--- src/rtl/solver_dispatcher.sv ---
// Dispatcher that loads N solver threads in turn, starts them together and collects the first SAT or all-done outcome.
// Optional WAIT watchdog enabled by defining SOLVER_DISPATCHER_TIMEOUT_EN.
module solver_dispatcher #(
  parameter int unsigned NUM_THREADS    = 4,
  parameter int unsigned THREAD_W       = $clog2(NUM_THREADS),
  parameter int unsigned LOAD_ADDR_W    = 12,
  parameter int unsigned LOAD_DATA_W    = 64,
  parameter logic [31:0] TIMEOUT_CYCLES = 32'h00FF_FFFF
) (
  input  logic                   clk,
  input  logic                   rst,
  input  logic                   cpu_start,
  input  logic                   load_valid,
  input  logic [1:0]             load_sel,
  input  logic [LOAD_ADDR_W-1:0] load_addr,
  input  logic [LOAD_DATA_W-1:0] load_data,
  input  logic                   load_end,
  output logic [NUM_THREADS-1:0] thr_load_valid,
  output logic [1:0]             thr_load_sel,
  output logic [LOAD_ADDR_W-1:0] thr_load_addr,
  output logic [LOAD_DATA_W-1:0] thr_load_data,
  output logic [NUM_THREADS-1:0] thr_start_run,
  output logic [NUM_THREADS-1:0] thr_abort,
  input  logic [NUM_THREADS-1:0] thr_done,
  input  logic [NUM_THREADS-1:0] thr_sat,
  output logic [THREAD_W-1:0]    load_thread,
  output logic                   cpu_busy,
  output logic                   cpu_done,
  output logic                   result_sat,
  output logic [THREAD_W-1:0]    result_thread,
  output logic                   timeout
);

  typedef enum logic [2:0] {
    S_IDLE,
    S_LOAD,
    S_RUN,
    S_WAIT,
    S_ABORT,
    S_DONE
  } state_t;

  localparam logic [THREAD_W-1:0]    LAST_THREAD = THREAD_W'(NUM_THREADS - 1);
  localparam logic [NUM_THREADS-1:0] ONE_HOT0    = {{(NUM_THREADS-1){1'b0}}, 1'b1};

  state_t                 state, state_next;
  logic [NUM_THREADS-1:0] done_mask;
  logic [NUM_THREADS-1:0] sat_vec;
  logic                   sat_hit;
  logic                   sat_found;
  logic [THREAD_W-1:0]    sat_idx;
  logic                   all_done;
  logic                   tmo_hit;

`ifdef SOLVER_DISPATCHER_TIMEOUT_EN
  logic [31:0] watchdog;
  assign tmo_hit = (watchdog == TIMEOUT_CYCLES - 32'd1);
`else
  logic unused_timeout_cfg;
  assign unused_timeout_cfg = ^TIMEOUT_CYCLES;
  assign tmo_hit = 1'b0;
`endif

  // Lowest-index thread reporting SAT this cycle.
  always_comb begin
    sat_vec   = thr_done & thr_sat;
    sat_hit   = |sat_vec;
    sat_found = 1'b0;
    sat_idx   = '0;
    for (int unsigned i = 0; i < NUM_THREADS; i++) begin
      if (sat_vec[i] && !sat_found) begin
        sat_idx   = THREAD_W'(i);
        sat_found = 1'b1;
      end
    end
    all_done = &(done_mask | thr_done);
  end

  always_ff @(posedge clk) begin
    if (rst) state <= S_IDLE;
    else     state <= state_next;
  end

  always_comb begin
    state_next = state;
    unique case (state)
      S_IDLE:  if (cpu_start) state_next = S_LOAD;
      S_LOAD:  if (load_end && load_thread == LAST_THREAD) state_next = S_RUN;
      S_RUN:   state_next = S_WAIT;
      S_WAIT: begin
        if (sat_hit)       state_next = S_ABORT;
        else if (all_done) state_next = S_DONE;
        else if (tmo_hit)  state_next = S_ABORT;
      end
      S_ABORT: state_next = S_DONE;
      S_DONE:  if (cpu_start) state_next = S_LOAD;
      default: state_next = S_IDLE;
    endcase
  end

  always_comb begin
    cpu_busy      = (state == S_LOAD) || (state == S_RUN) ||
                    (state == S_WAIT) || (state == S_ABORT);
    cpu_done      = (state == S_DONE);
    thr_start_run = (state == S_RUN) ? '1 : '0;
    thr_abort     = (state == S_ABORT) ? ~done_mask : '0;
  end

  always_ff @(posedge clk) begin
    if (rst) begin
      load_thread    <= '0;
      thr_load_valid <= '0;
      thr_load_sel   <= '0;
      thr_load_addr  <= '0;
      thr_load_data  <= '0;
      done_mask      <= '0;
      result_sat     <= 1'b0;
      result_thread  <= '0;
      timeout        <= 1'b0;
`ifdef SOLVER_DISPATCHER_TIMEOUT_EN
      watchdog       <= '0;
`endif
    end else begin
      thr_load_valid <= '0;
      unique case (state)
        S_IDLE: if (cpu_start) load_thread <= '0;
        S_LOAD: begin
          // The beat is steered by the pre-increment thread index.
          if (load_valid && load_sel != 2'd3) begin
            thr_load_valid <= ONE_HOT0 << load_thread;
            thr_load_sel   <= load_sel;
            thr_load_addr  <= load_addr;
            thr_load_data  <= load_data;
          end
          if (load_end && load_thread != LAST_THREAD) load_thread <= load_thread + 1'b1;
        end
        S_RUN: begin
          done_mask <= '0;
`ifdef SOLVER_DISPATCHER_TIMEOUT_EN
          watchdog  <= '0;
`endif
        end
        S_WAIT: begin
          done_mask <= done_mask | thr_done;
`ifdef SOLVER_DISPATCHER_TIMEOUT_EN
          watchdog  <= watchdog + 32'd1;
`endif
          if (sat_hit) begin
            result_sat    <= 1'b1;
            result_thread <= sat_idx;
          end else if (!all_done && tmo_hit) begin
            timeout <= 1'b1;
          end
        end
        S_ABORT: ;
        S_DONE: begin
          if (cpu_start) begin
            result_sat    <= 1'b0;
            result_thread <= '0;
            timeout       <= 1'b0;
            load_thread   <= '0;
          end
        end
        default: ;
      endcase
    end
  end

endmodule

--- config.mk ---
export PLATFORM = sky130hd
export DESIGN_NAME = solver_dispatcher
export DESIGN_NICKNAME = d
export VERILOG_FILES = /design/src/rtl/solver_dispatcher.sv
export SDC_FILE = /design/constraint.sdc
export NUM_CORES = 1
export LEC_CHECK = 0
export CAP_MARGIN = 20
export CORE_ASPECT_RATIO = 0.5
export CORE_UTILIZATION = 55
export CTS_CLUSTER_DIAMETER = 60
export DETAILED_ROUTE_END_ITERATION = 8
export DONT_BUFFER_PORTS = 1
export PLACE_DENSITY = 0.7
export SKIP_CTS_REPAIR_TIMING = 1
export SYNTH_ARGS = -nofsm -noshare
export SYNTH_HDL_FRONTEND = slang
export SYNTH_SLANG_ARGS = --single-unit
--- constraint.sdc ---
create_clock -name clk -period 4.3 [get_ports clk]
set_input_delay 0.86 -clock clk [delete_from_list [all_inputs] [get_ports clk]]
set_output_delay 0.86 -clock clk [all_outputs]
set_load 0.01 [all_outputs]
==> impl_metrics.tcl <==
set metrics [dict create \
    cts_buffers 9 \
    status "complete, no violations" \
    power_density_nw_per_um2 467 \
    drtIter0Drc 211 \
    grt_pass1_wl_um 12200 \
    vdd_drop_max_uv 263 \
    row_count 20 \
    wl_per_cell_um 15.9 \
    power_leakage_uw 0.00133 \
    syn_inst 435 \
    vias 2822 \
    cts_tree "done" \
    clkSinkCount 94 \
    timing.rr.end "thr_load_data[7]" \
    synthesis.area_um2 3770 \
    cp_max_fo 45 \
    drt-total-wl_um 8090 \
    hold_class "reg2reg" \
    synth_fp_nets 527 \
    final_common_cell "nand2_1" \
    dp_cells 492 \
    dr.pass1.iters 6 \
    cp.required_ns 4.56 \
    drc 0 \
    diodes 0 \
    yosys.area.top_type_share 0.499 \
    total_power_uw 1870 \
    io_pins 189 \
    timing.final.crit_period_ns 2.24 \
    drive_above_1_share 0.245 \
    synth-seq-cells 94 \
    critPathLaunch "state[2]" \
    initial_utilization 0.596 \
    layout.cells.non_filler 508 \
    areaGrowthSynthToFinish_pct 5.91 \
    grt_max_degree 92 \
    grt_overflow 0 \
    layout_common_cells "nand2_1 (121), dfxtp_1 (94), a21oi_1 (50), nand2_2 (41), a21oi_2 (40)" \
    relSlewSlack 0.339 \
    die_w_um 119 \
    criticalPathCategory "reg2reg" \
    fin_nets 507 \
    slew_viol_final 0 \
    place_congestion 0.737 \
    path_clk_slew_ns 0.06 \
    clkLatencyLatePin_ns 0.33 \
    arrival_ns 2.51 \
    worst_slew_pin_slew_ns 0.991 \
    portBuffers 0 \
    via_per_inst 5.56 \
    avgSynthCellArea_um2 8.67 \
    endpoint "thr_load_data[7]" \
    htreeDepth 3 \
    period_share 0.521 \
    worstReg2RegStart "state[2]" \
    ys_warn_count 0 \
    ant_nets 0 \
    setup_viol 0 \
    grt_antenna_before_repair 0 \
    die_y_um 60.6 \
    start_kind "flip-flop" \
    grt_usage 0.222 \
    place_hpwl_um 5540 \
    end_kind "flip-flop" \
    clockBufferDepth 2 \
    finalSetupTns_ns 0 \
    fin_skew_ns 0.00271 \
    max_freq_mhz 446 \
    cts_root_buffer "clkbuf_16" \
    maxCapViolations 0 \
    core_area_um2 6330 \
    r2r_slack_ns 2.06 \
    synth_area_leaders "dfxtp_1 (50%), nand2_1 (12%), a21oi_2 (9.3%), nand2_2 (6.8%), a21oi_1 (6.6%)" \
    ys_types 36 \
    rsz0062_at_grt "false" \
    die_area_um2 7210 \
    yosysTopAreaCell "dfxtp_1" \
    r2r_cells 5 \
    finalHoldViolations 0 \
    yosysSeqAreaShare 0.499 \
    grt_pass1_vias 2588 \
]
-- worst min path at each step --
stage / from / endpoint / slack [ns] / depth (start not counted)
4_1_cts: thr_load_data[33] / thr_load_data[33] / 0.50 / 2
5_1_grt: thr_load_data[0] / thr_load_data[0] / 0.52 / 2
2_1_floorplan: done_mask[0] / done_mask[0] / 0.46 / 2
6_report: thr_load_data[33] / thr_load_data[33] / 0.50 / 2
3_5_place_dp: done_mask[2] / done_mask[2] / 0.49 / 2
3_3_place_gp: done_mask[0] / done_mask[0] / 0.48 / 2
-- critical path: stages, from the launching register on --
cell	delay (ns)
dfxtp_1	0.55
and4bb_2	0.31
nand2_2	0.48
buf_4	0.50
nand2_1	0.13
a21oi_2	0.16
-- logic make-up (layout without fill, tap and decap cells) --
| family | after synthesis | in the layout | synth area share |
|---|---|---|---|
| adders and majority gates | 1 | 1 | 0.00332 |
| xor gates and xnor gates | 1 | 1 | 0.00232 |
| muxes | 1 | 1 | 0.00299 |
| DFF | 94 | 94 | 0.499 |
| other | 1 | 1 | 0.000994 |
| and+or+nand+nor | 200 | 200 | 0.245 |
| buffers and inverters | 35 | 20 | 0.0630 |
| AOI/OAI and AO/OA | 102 | 102 | 0.184 |
-- power breakdown --
part	switching [µW]	leakage (µW)	internal [µW]	total [µW]
combinational	53.4	0.000406	34.8	88.2
clock	313	0.000160	526	839
sequential	36.9	0.000763	901	938
-- cell type report --
type / count / area [µm²]
fillers: 553 / 2340
flip-flops and latches: 94 / 1880
multi-input cells: 306 / 1650
clock buffers: 11 / 243
well taps: 88 / 110
clock inverters: 5 / 82.6
repair buffers: 2 / 15.0
inverters: 2 / 7.51
-- synth_stat cells --
cell type  number
conb_1          1
clkbuf_1       18
o21a_1          2
a22o_1          1
a21oi_2        40
nor2_1         14
dfxtp_1        94
nand2_1       121
and2_1          2
nor3_1          5
mux2_2          1
buf_2           5
nor4b_1         2
ha_1            1
nand3_1         5
nand4bb_1       1
nand2_2        41
and4bb_2        1
a32o_1          1
xnor2_1         1
a2111oi_0       1
nand3b_1        2
o22ai_1         2
nor4_1          1
inv_1           2
a21oi_1        50
o21ai_0         1
o211a_1         1
a22oi_1         2
buf_12          5
buf_4           5
o211ai_1        1
nor2b_1         2
or3b_2          1
nand2b_1        1
or2_2           1
-- sequential cells by signal, indices dropped and copies added, names as in the netlist --
register        flops
thr_load_data      64
state               3
thr_load_addr      12
result_thread       2
done_mask           4
result_sat          1
load_thread         2
thr_load_valid      4
thr_load_sel        2
-- layer usage --
layer	routed length, µm	global-route usage	vias to the layer above
met5	0	0	-
met4	107	0.0940	0
met3	1010	0.114	12
met2	3830	0.366	138
met1	3150	0.249	1296
li1	-	-	1376
-- through the flow --
stage / utilization / hold WS [ns] / instance area (µm²) / setup slack (ns)
6_report: 0.631 / 0.502 / 3990 / 2.06
5_1_grt: 0.631 / 0.517 / 3990 / 1.87
4_1_cts: 0.631 / 0.500 / 3990 / 2.06
3_5_place_dp: 0.579 / 0.489 / 3670 / 1.81
3_3_place_gp: 0.579 / 0.478 / 3670 / 1.92
2_1_floorplan: - / 0.459 / 3770 / 2.23
Power figures use the tool's default switching activity.
